--- config.mk ---
export PLATFORM = sky130hd
export DESIGN_NAME = mcse_ipid_collector
export DESIGN_NICKNAME = d
export VERILOG_FILES = /design/src/rtl/mcse_ipid_pkg.sv /design/src/rtl/mcse_ipid_collector.sv
export SDC_FILE = /design/constraint.sdc
export NUM_CORES = 1
export LEC_CHECK = 0
export BUFFER_PORTS_ARGS = -buffer_cell sky130_fd_sc_hd__buf_2
export CAP_MARGIN = 30
export CORE_ASPECT_RATIO = 0.5
export CORE_MARGIN = 5
export CORE_UTILIZATION = 62
export CTS_CLUSTER_DIAMETER = 30
export DETAILED_ROUTE_END_ITERATION = 12
export GPL_TIMING_DRIVEN = 0
export PLACE_DENSITY = 0.83
export SETUP_SLACK_MARGIN = 0.4
export SLEW_MARGIN = 20
export SYNTH_ARGS = -nofsm -noshare
export SYNTH_HDL_FRONTEND = slang
export SYNTH_SLANG_ARGS = --single-unit
--- constraint.sdc ---
create_clock -name clk -period 36.6 [get_ports clk]
set_input_delay 0 -clock clk [delete_from_list [all_inputs] [get_ports clk]]
set_output_delay 0 -clock clk [all_outputs]
set_load 0.01 [all_outputs]
--- src/rtl/mcse_ipid_pkg.sv ---
// Shared types and constants for the MCSE IP ID collector: FSM states,
// frame delimiters and error codes.
package mcse_ipid_pkg;

  typedef enum logic [2:0] {
    IDLE,
    REQ,
    DATA,
    TRL,
    GAP,
    DONE,
    ERR
  } state_t;

  localparam logic [15:0] IPID_HDR = 16'h7A7A;
  localparam logic [15:0] IPID_TRL = 16'hB9B9;

  localparam logic [1:0] ERR_NONE = 2'd0;
  localparam logic [1:0] ERR_HDR  = 2'd1;
  localparam logic [1:0] ERR_DROP = 2'd2;
  localparam logic [1:0] ERR_TRL  = 2'd3;

endpackage

--- src/rtl/mcse_ipid_collector.sv ---
// Requests IPID_N IP IDs from the host over GPIO, checks the framing of each
// reply and hands the assembled IDs to the MCSE controller one at a time.
module mcse_ipid_collector
  import mcse_ipid_pkg::*;
#(
  parameter int IPID_N      = 3,
  parameter int IPID_WIDTH  = 256,
  parameter int WORD_W      = 16,
  parameter int TIMEOUT_CYC = 4096
) (
  input  logic                  clk,
  input  logic                  rst,
  input  logic                  start,
  output logic                  ipid_trigger,
  output logic [3:0]            ipid_addr,
  input  logic                  ipid_valid_in,
  input  logic [WORD_W-1:0]     ipid_word_in,
  output logic [IPID_WIDTH-1:0] ipid_out,
  output logic                  ipid_out_valid,
  output logic [3:0]            ipid_out_idx,
  output logic                  done,
  output logic                  error,
  output logic [1:0]            error_code
);

  localparam int NW     = IPID_WIDTH / WORD_W;
  localparam int WCNT_W = (NW > 1) ? $clog2(NW) : 1;
  localparam int TCNT_W = (TIMEOUT_CYC > 1) ? $clog2(TIMEOUT_CYC) : 1;

  localparam logic [WCNT_W-1:0] WCNT_LAST = WCNT_W'(NW - 1);
  localparam logic [TCNT_W-1:0] TCNT_LAST = TCNT_W'(TIMEOUT_CYC - 1);
  localparam logic [3:0]        IDX_LAST  = 4'(IPID_N - 1);
  localparam logic [WORD_W-1:0] HDR_WORD  = WORD_W'(IPID_HDR);
  localparam logic [WORD_W-1:0] TRL_WORD  = WORD_W'(IPID_TRL);

  state_t                  state_reg;
  logic [3:0]              idx_reg;
  logic [WCNT_W-1:0]       wcnt_reg;
  logic [TCNT_W-1:0]       tcnt_reg;
  logic [1:0]              gap_reg;
  logic [IPID_WIDTH-1:0]   shift_reg;

  logic start_ok;
  assign start_ok = start && (state_reg == IDLE || state_reg == DONE || state_reg == ERR);

  always_ff @(posedge clk or posedge rst) begin
    if (rst) begin
      state_reg      <= IDLE;
      idx_reg        <= '0;
      wcnt_reg       <= '0;
      tcnt_reg       <= '0;
      gap_reg        <= '0;
      shift_reg      <= '0;
      ipid_trigger   <= 1'b0;
      ipid_addr      <= '0;
      ipid_out       <= '0;
      ipid_out_valid <= 1'b0;
      ipid_out_idx   <= '0;
      done           <= 1'b0;
      error          <= 1'b0;
      error_code     <= ERR_NONE;
    end else begin
      ipid_out_valid <= 1'b0;
      if (start_ok) begin
        state_reg    <= REQ;
        idx_reg      <= '0;
        ipid_addr    <= '0;
        ipid_trigger <= 1'b1;
        tcnt_reg     <= '0;
        done         <= 1'b0;
        error        <= 1'b0;
        error_code   <= ERR_NONE;
      end else begin
        case (state_reg)
          REQ: begin
            if (ipid_valid_in) begin
              if (ipid_word_in == HDR_WORD) begin
                state_reg <= DATA;
                wcnt_reg  <= '0;
              end else begin
                state_reg    <= ERR;
                ipid_trigger <= 1'b0;
                error        <= 1'b1;
                error_code   <= ERR_HDR;
              end
            end else if (tcnt_reg == TCNT_LAST) begin
              state_reg    <= ERR;
              ipid_trigger <= 1'b0;
              error        <= 1'b1;
              error_code   <= ERR_TRL;
            end else begin
              tcnt_reg <= tcnt_reg + 1'b1;
            end
          end
          DATA: begin
            if (!ipid_valid_in) begin
              state_reg    <= ERR;
              ipid_trigger <= 1'b0;
              error        <= 1'b1;
              error_code   <= ERR_DROP;
            end else begin
              // First word ends up in the MSB slice after NW shifts.
              shift_reg <= {shift_reg[IPID_WIDTH-WORD_W-1:0], ipid_word_in};
              if (wcnt_reg == WCNT_LAST) state_reg <= TRL;
              else wcnt_reg <= wcnt_reg + 1'b1;
            end
          end
          TRL: begin
            ipid_trigger <= 1'b0;
            if (ipid_valid_in && ipid_word_in == TRL_WORD) begin
              state_reg      <= GAP;
              ipid_out       <= shift_reg;
              ipid_out_valid <= 1'b1;
              ipid_out_idx   <= idx_reg;
              gap_reg        <= '0;
            end else begin
              state_reg  <= ERR;
              error      <= 1'b1;
              error_code <= ERR_TRL;
            end
          end
          GAP: begin
            if (gap_reg != 2'd3) gap_reg <= gap_reg + 1'b1;
            // Third GAP edge at the earliest keeps trigger low for 3 cycles.
            if (gap_reg >= 2'd2 && !ipid_valid_in) begin
              if (idx_reg == IDX_LAST) begin
                state_reg <= DONE;
                done      <= 1'b1;
              end else begin
                state_reg    <= REQ;
                idx_reg      <= idx_reg + 1'b1;
                ipid_addr    <= idx_reg + 1'b1;
                ipid_trigger <= 1'b1;
                tcnt_reg     <= '0;
              end
            end
          end
          IDLE, DONE, ERR: ;
          default: state_reg <= IDLE;
        endcase
      end
    end
  end

endmodule

==> results.md <==
- The number of buffers created by CTS is 52.
- 0 antenna diodes ended up in the layout.
- The first-pass GRT wire length is 85400 µm.
- The sequential cell area in the final layout is 0.0137 mm².
- The number of failing hold endpoints at the final stage is 0.
- The total power per unit cell area is 61.7 mW/mm².
- The number of antenna violations at the first check in global routing was 0.
- The most repeated library cell on the critical path is buf_2.
- In this run the count of I/O pins placed on the die edge is 290.
- Internal power comes to 1.14 mW.
- The later pin in the worst-skew pair is clocked with a latency of 0.58 ns.
- The final-report setup violation count is 0.
- Using the TritonRoute via totals, the vias-per-cell ratio works out to 5.51.
- For the pin with the worst max-slew slack, the measured transition is 0.761 ns.
- The number of clock sinks is 547.
- The sum of net half-perimeters after detailed placement is 36900 µm.
- The average wire per standard cell is 19.5 µm.
- Together, buffers and inverters on the worst path number 4.
- Of the synthesized area, sequential elements account for 0.646.
- The part of the total power dissipated in combinational logic is 0.140.
- The initial utilization of the core area, before any placement, comes to 0.634.
- The worst hold path class is input port to async pin.
- STA classifies the critical path startpoint as a flip-flop.
- The switching part of the total power is 0.274.
- Hold timing on the final database bottoms out at a slack of 0.0574 ns.
- In this run the tool buffered the top-level ports with 289 buffer cells.
- The leakage power is 14.4 nW.
- In the synthesized netlist the async set-or-reset flop fraction comes to 1.00.
- The element type at the critical path end is a flip-flop.
- The number of nets in the synthesized netlist is 1889.
- Across every metal layer, demand over resource in global routing totals 0.279.
- The signal on the critical path passes through buf_2 -> nor4bb_1 -> clkbuf_1 -> buf_2 -> buf_2 -> mux2_2.
- The final critical path time including I/O delays and setup is 2.46 ns.
- The number of synthesized flops with an enable pin is 0.
- The first routing iteration left 1263 violations.
- The critical path starts at state_reg[2].
- The most frequent standard cell in the layout excluding fill and tap cells is nand2_1.
- The number of levels the H-tree was split into is 2.
- Detailed routing inserted a total of 15000 vias.
- The final sum of negative setup slack is 0 ns.
- The register bit total from synthesis is 547.
- The clock slew at the register clock pins of the worst setup and hold paths is 0.07 ns.
- The count of final max-slew check failures is 0.
- The clock arrives with 0.0253 ns of skew.
- The synthesized netlist cell count is 1863.
- The power share of the clock group is 0.379.
- After synthesis, the netlist uses 61 different library cells.
- The count of nets left with antenna violations once routing finished came out at 0.
- In this run the core area contains 47 standard-cell rows.
- The share of total power dissipated in sequential elements is 0.482.
- The worst register-to-register path begins at state_reg[2].
- Counting the fill cells in the layout gives 2133.
- The maximum clock insertion buffer count is 3.
- The critical-path maximum fanout is 10.
- The overall die area is 0.0382 mm².
- Setup repair after global routing left no endpoint under its margin.
- In the finished design, the share of the clock period the worst path needs comes to 0.0671.
- TritonCTS built the clock tree.
- Routability-driven placement finished with a final weighted congestion of 0.887.
- The area of the core region is 0.0334 mm².
- The top achievable clock speed is 407 MHz.
- The data required time at the worst endpoint is 37.05 ns.
- The tool flagged a number of max-cap violations equal to 0.
- The die is 141 µm tall.
- In this run the horizontal extent of the chip is 271 µm.
- The count of warnings emitted by yosys is 0.
- Grouping stages by cell kind, the critical path spends the most delay in buffers and inverters.
- The number of detailed-route iterations in the first pass is 6.
- In this run the power spent charging and discharging nets is 430 µW.
- In this run the cell area of the synthesized design comes to 0.0212 mm².
- The post-CTS setup repair buffer count is 0.
- Among all stages on the critical path, the largest delay is contributed by clkbuf_1.
- The number of global-route vias before repair is 15500.
- In this design, the stage delay of the slowest critical-path cell is 0.45 ns.
- Data on the critical path arrives at its endpoint at 2.91 ns.
- Among all flip-flop cells after synthesis, the most frequent one is dfrtp_1.
- The relative slew slack is 0.493.
- The run finished with clean final reports.
- VDD sags by at most 0.0000490 V.
- The pin count of the biggest net entering global routing is 111.
- The buffer type at the clock tree root is clkbuf_16.
- The critical path in this run is classified as flip-flop to flip-flop.
- The library cells used most frequently in the layout, excluding fill and tap cells, are nand2_1, dfrtp_1, buf_2, mux2_2, mux2_1.
- The post-synthesis average cell area is 11.4 µm².
- The share of final-layout standard cells stronger than drive strength 1 is 0.263.
- Global routing finished with a remaining overflow of 0.
- The final routed wirelength across all metal layers is 52900 µm.
- The remaining design rule violation count is 0.
- The synthesis-to-finish area growth is 20.1%.
- At the end of the flow, the number of nets in the layout was 2257.
- The multi-input combinational cells in the finished layout cover a total of 0.00701 mm².
[power groups by stage]
stage | sequential [mW] | clock (mW) | combinational, mW
6_report | 0.755 | 0.594 | 0.219
5_1_grt | 0.761 | 0.629 | 0.242
4_1_cts | 0.752 | 0.600 | 0.220
3_5_place_dp | 0.762 | 0 | 0.215
3_3_place_gp | 0.759 | 0 | 0.203
2_1_floorplan | 0.732 | 0 | 0.170
[through the flow]
step / util / total power, mW / cells / setup WS, ns / instance area [µm²]
after CTS: 0.761 / 1.57 / 2712 / 34.15 / 25400
final: 0.761 / 1.57 / 2712 / 34.14 / 25400
after detailed placement: 0.698 / 0.977 / 2598 / 34.20 / 23300
after floorplan: - / 0.902 / 1863 / 21.31 / 21200
after global placement: 0.694 / 0.962 / 2593 / 15.95 / 23200
after global routing: 0.761 / 1.63 / 2712 / 33.98 / 25400
[worst min-delay path: stages]
cell and delay (ns):
dlygate4sd3_1 0.53, buf_2 0.15, inv_8 0.39
[area by class of cell]
| class | instances | area share |
|---|---|---|
| repair buffers | 314 | 0.0702 |
| inverters | 6 | 0.00118 |
| multi-input cells | 1213 | 0.276 |
| clock inverters | 30 | 0.0190 |
| plain buffers | 97 | 0.0180 |
| flip-flops and latches | 547 | 0.538 |
| clock buffers | 64 | 0.0561 |
| well taps | 441 | 0.0217 |
[cell usage after synthesis (7+ instances only)]
master | number | area, µm²
nand3_1 | 15 | 75.1
o21ai_0 | 7 | 35.0
mux2_2 | 133 | 1500
mux2_1 | 127 | 1430
nand4_1 | 7 | 43.8
o21ai_1 | 10 | 50.1
nor2_1 | 17 | 63.8
buf_2 | 69 | 345
dfrtp_1 | 547 | 13700
clkbuf_1 | 26 | 97.6
nand2_1 | 796 | 2990
a21oi_1 | 7 | 35.0
[worst paths after layout]
kind | to | slack, ns | cells after the start
worst max-delay path | shift_reg[4] | 34.14 | 6
worst min-delay path | ipid_out[181] | 0.06 | 3
worst max register to register | shift_reg[4] | 34.14 | 6
worst min register to register | ipid_out[235] | 0.46 | 2
max in group asynchronous | error_code[0] | 35.13 | 5
min in group clk | shift_reg[10] | 0.23 | 3
[routing by layer]
metal  part of all wire  vias up  global-route usage
li1                   -     6823                   -
met1               0.41     7568               0.365
met3              0.047      119              0.0463
met2               0.51      444               0.483
met5                  0        -                   0
met4              0.036        0               0.100
[repair_timing]
item / 4_1_cts / 5_1_grt
gates resized for setup: 0 / 0
hold buffers: 20 / 0
endpoints found under the hold margin: 100 / 0
[logic make-up (layout without fill, tap and decap cells)]
group	Yosys count	after routing	synth area share
AO/OA/AOI/OAI	59	59	0.0197
XOR/XNOR	4	4	0.00165
adder cells (fa/ha/maj)	6	6	0.00354
multiplexers	263	263	0.140
buffers and inverters	103	511	0.0227
AND/OR/NAND/NOR	881	881	0.166
flip-flops	547	547	0.646
No activity file was read; power rests on OpenSTA's default activity.
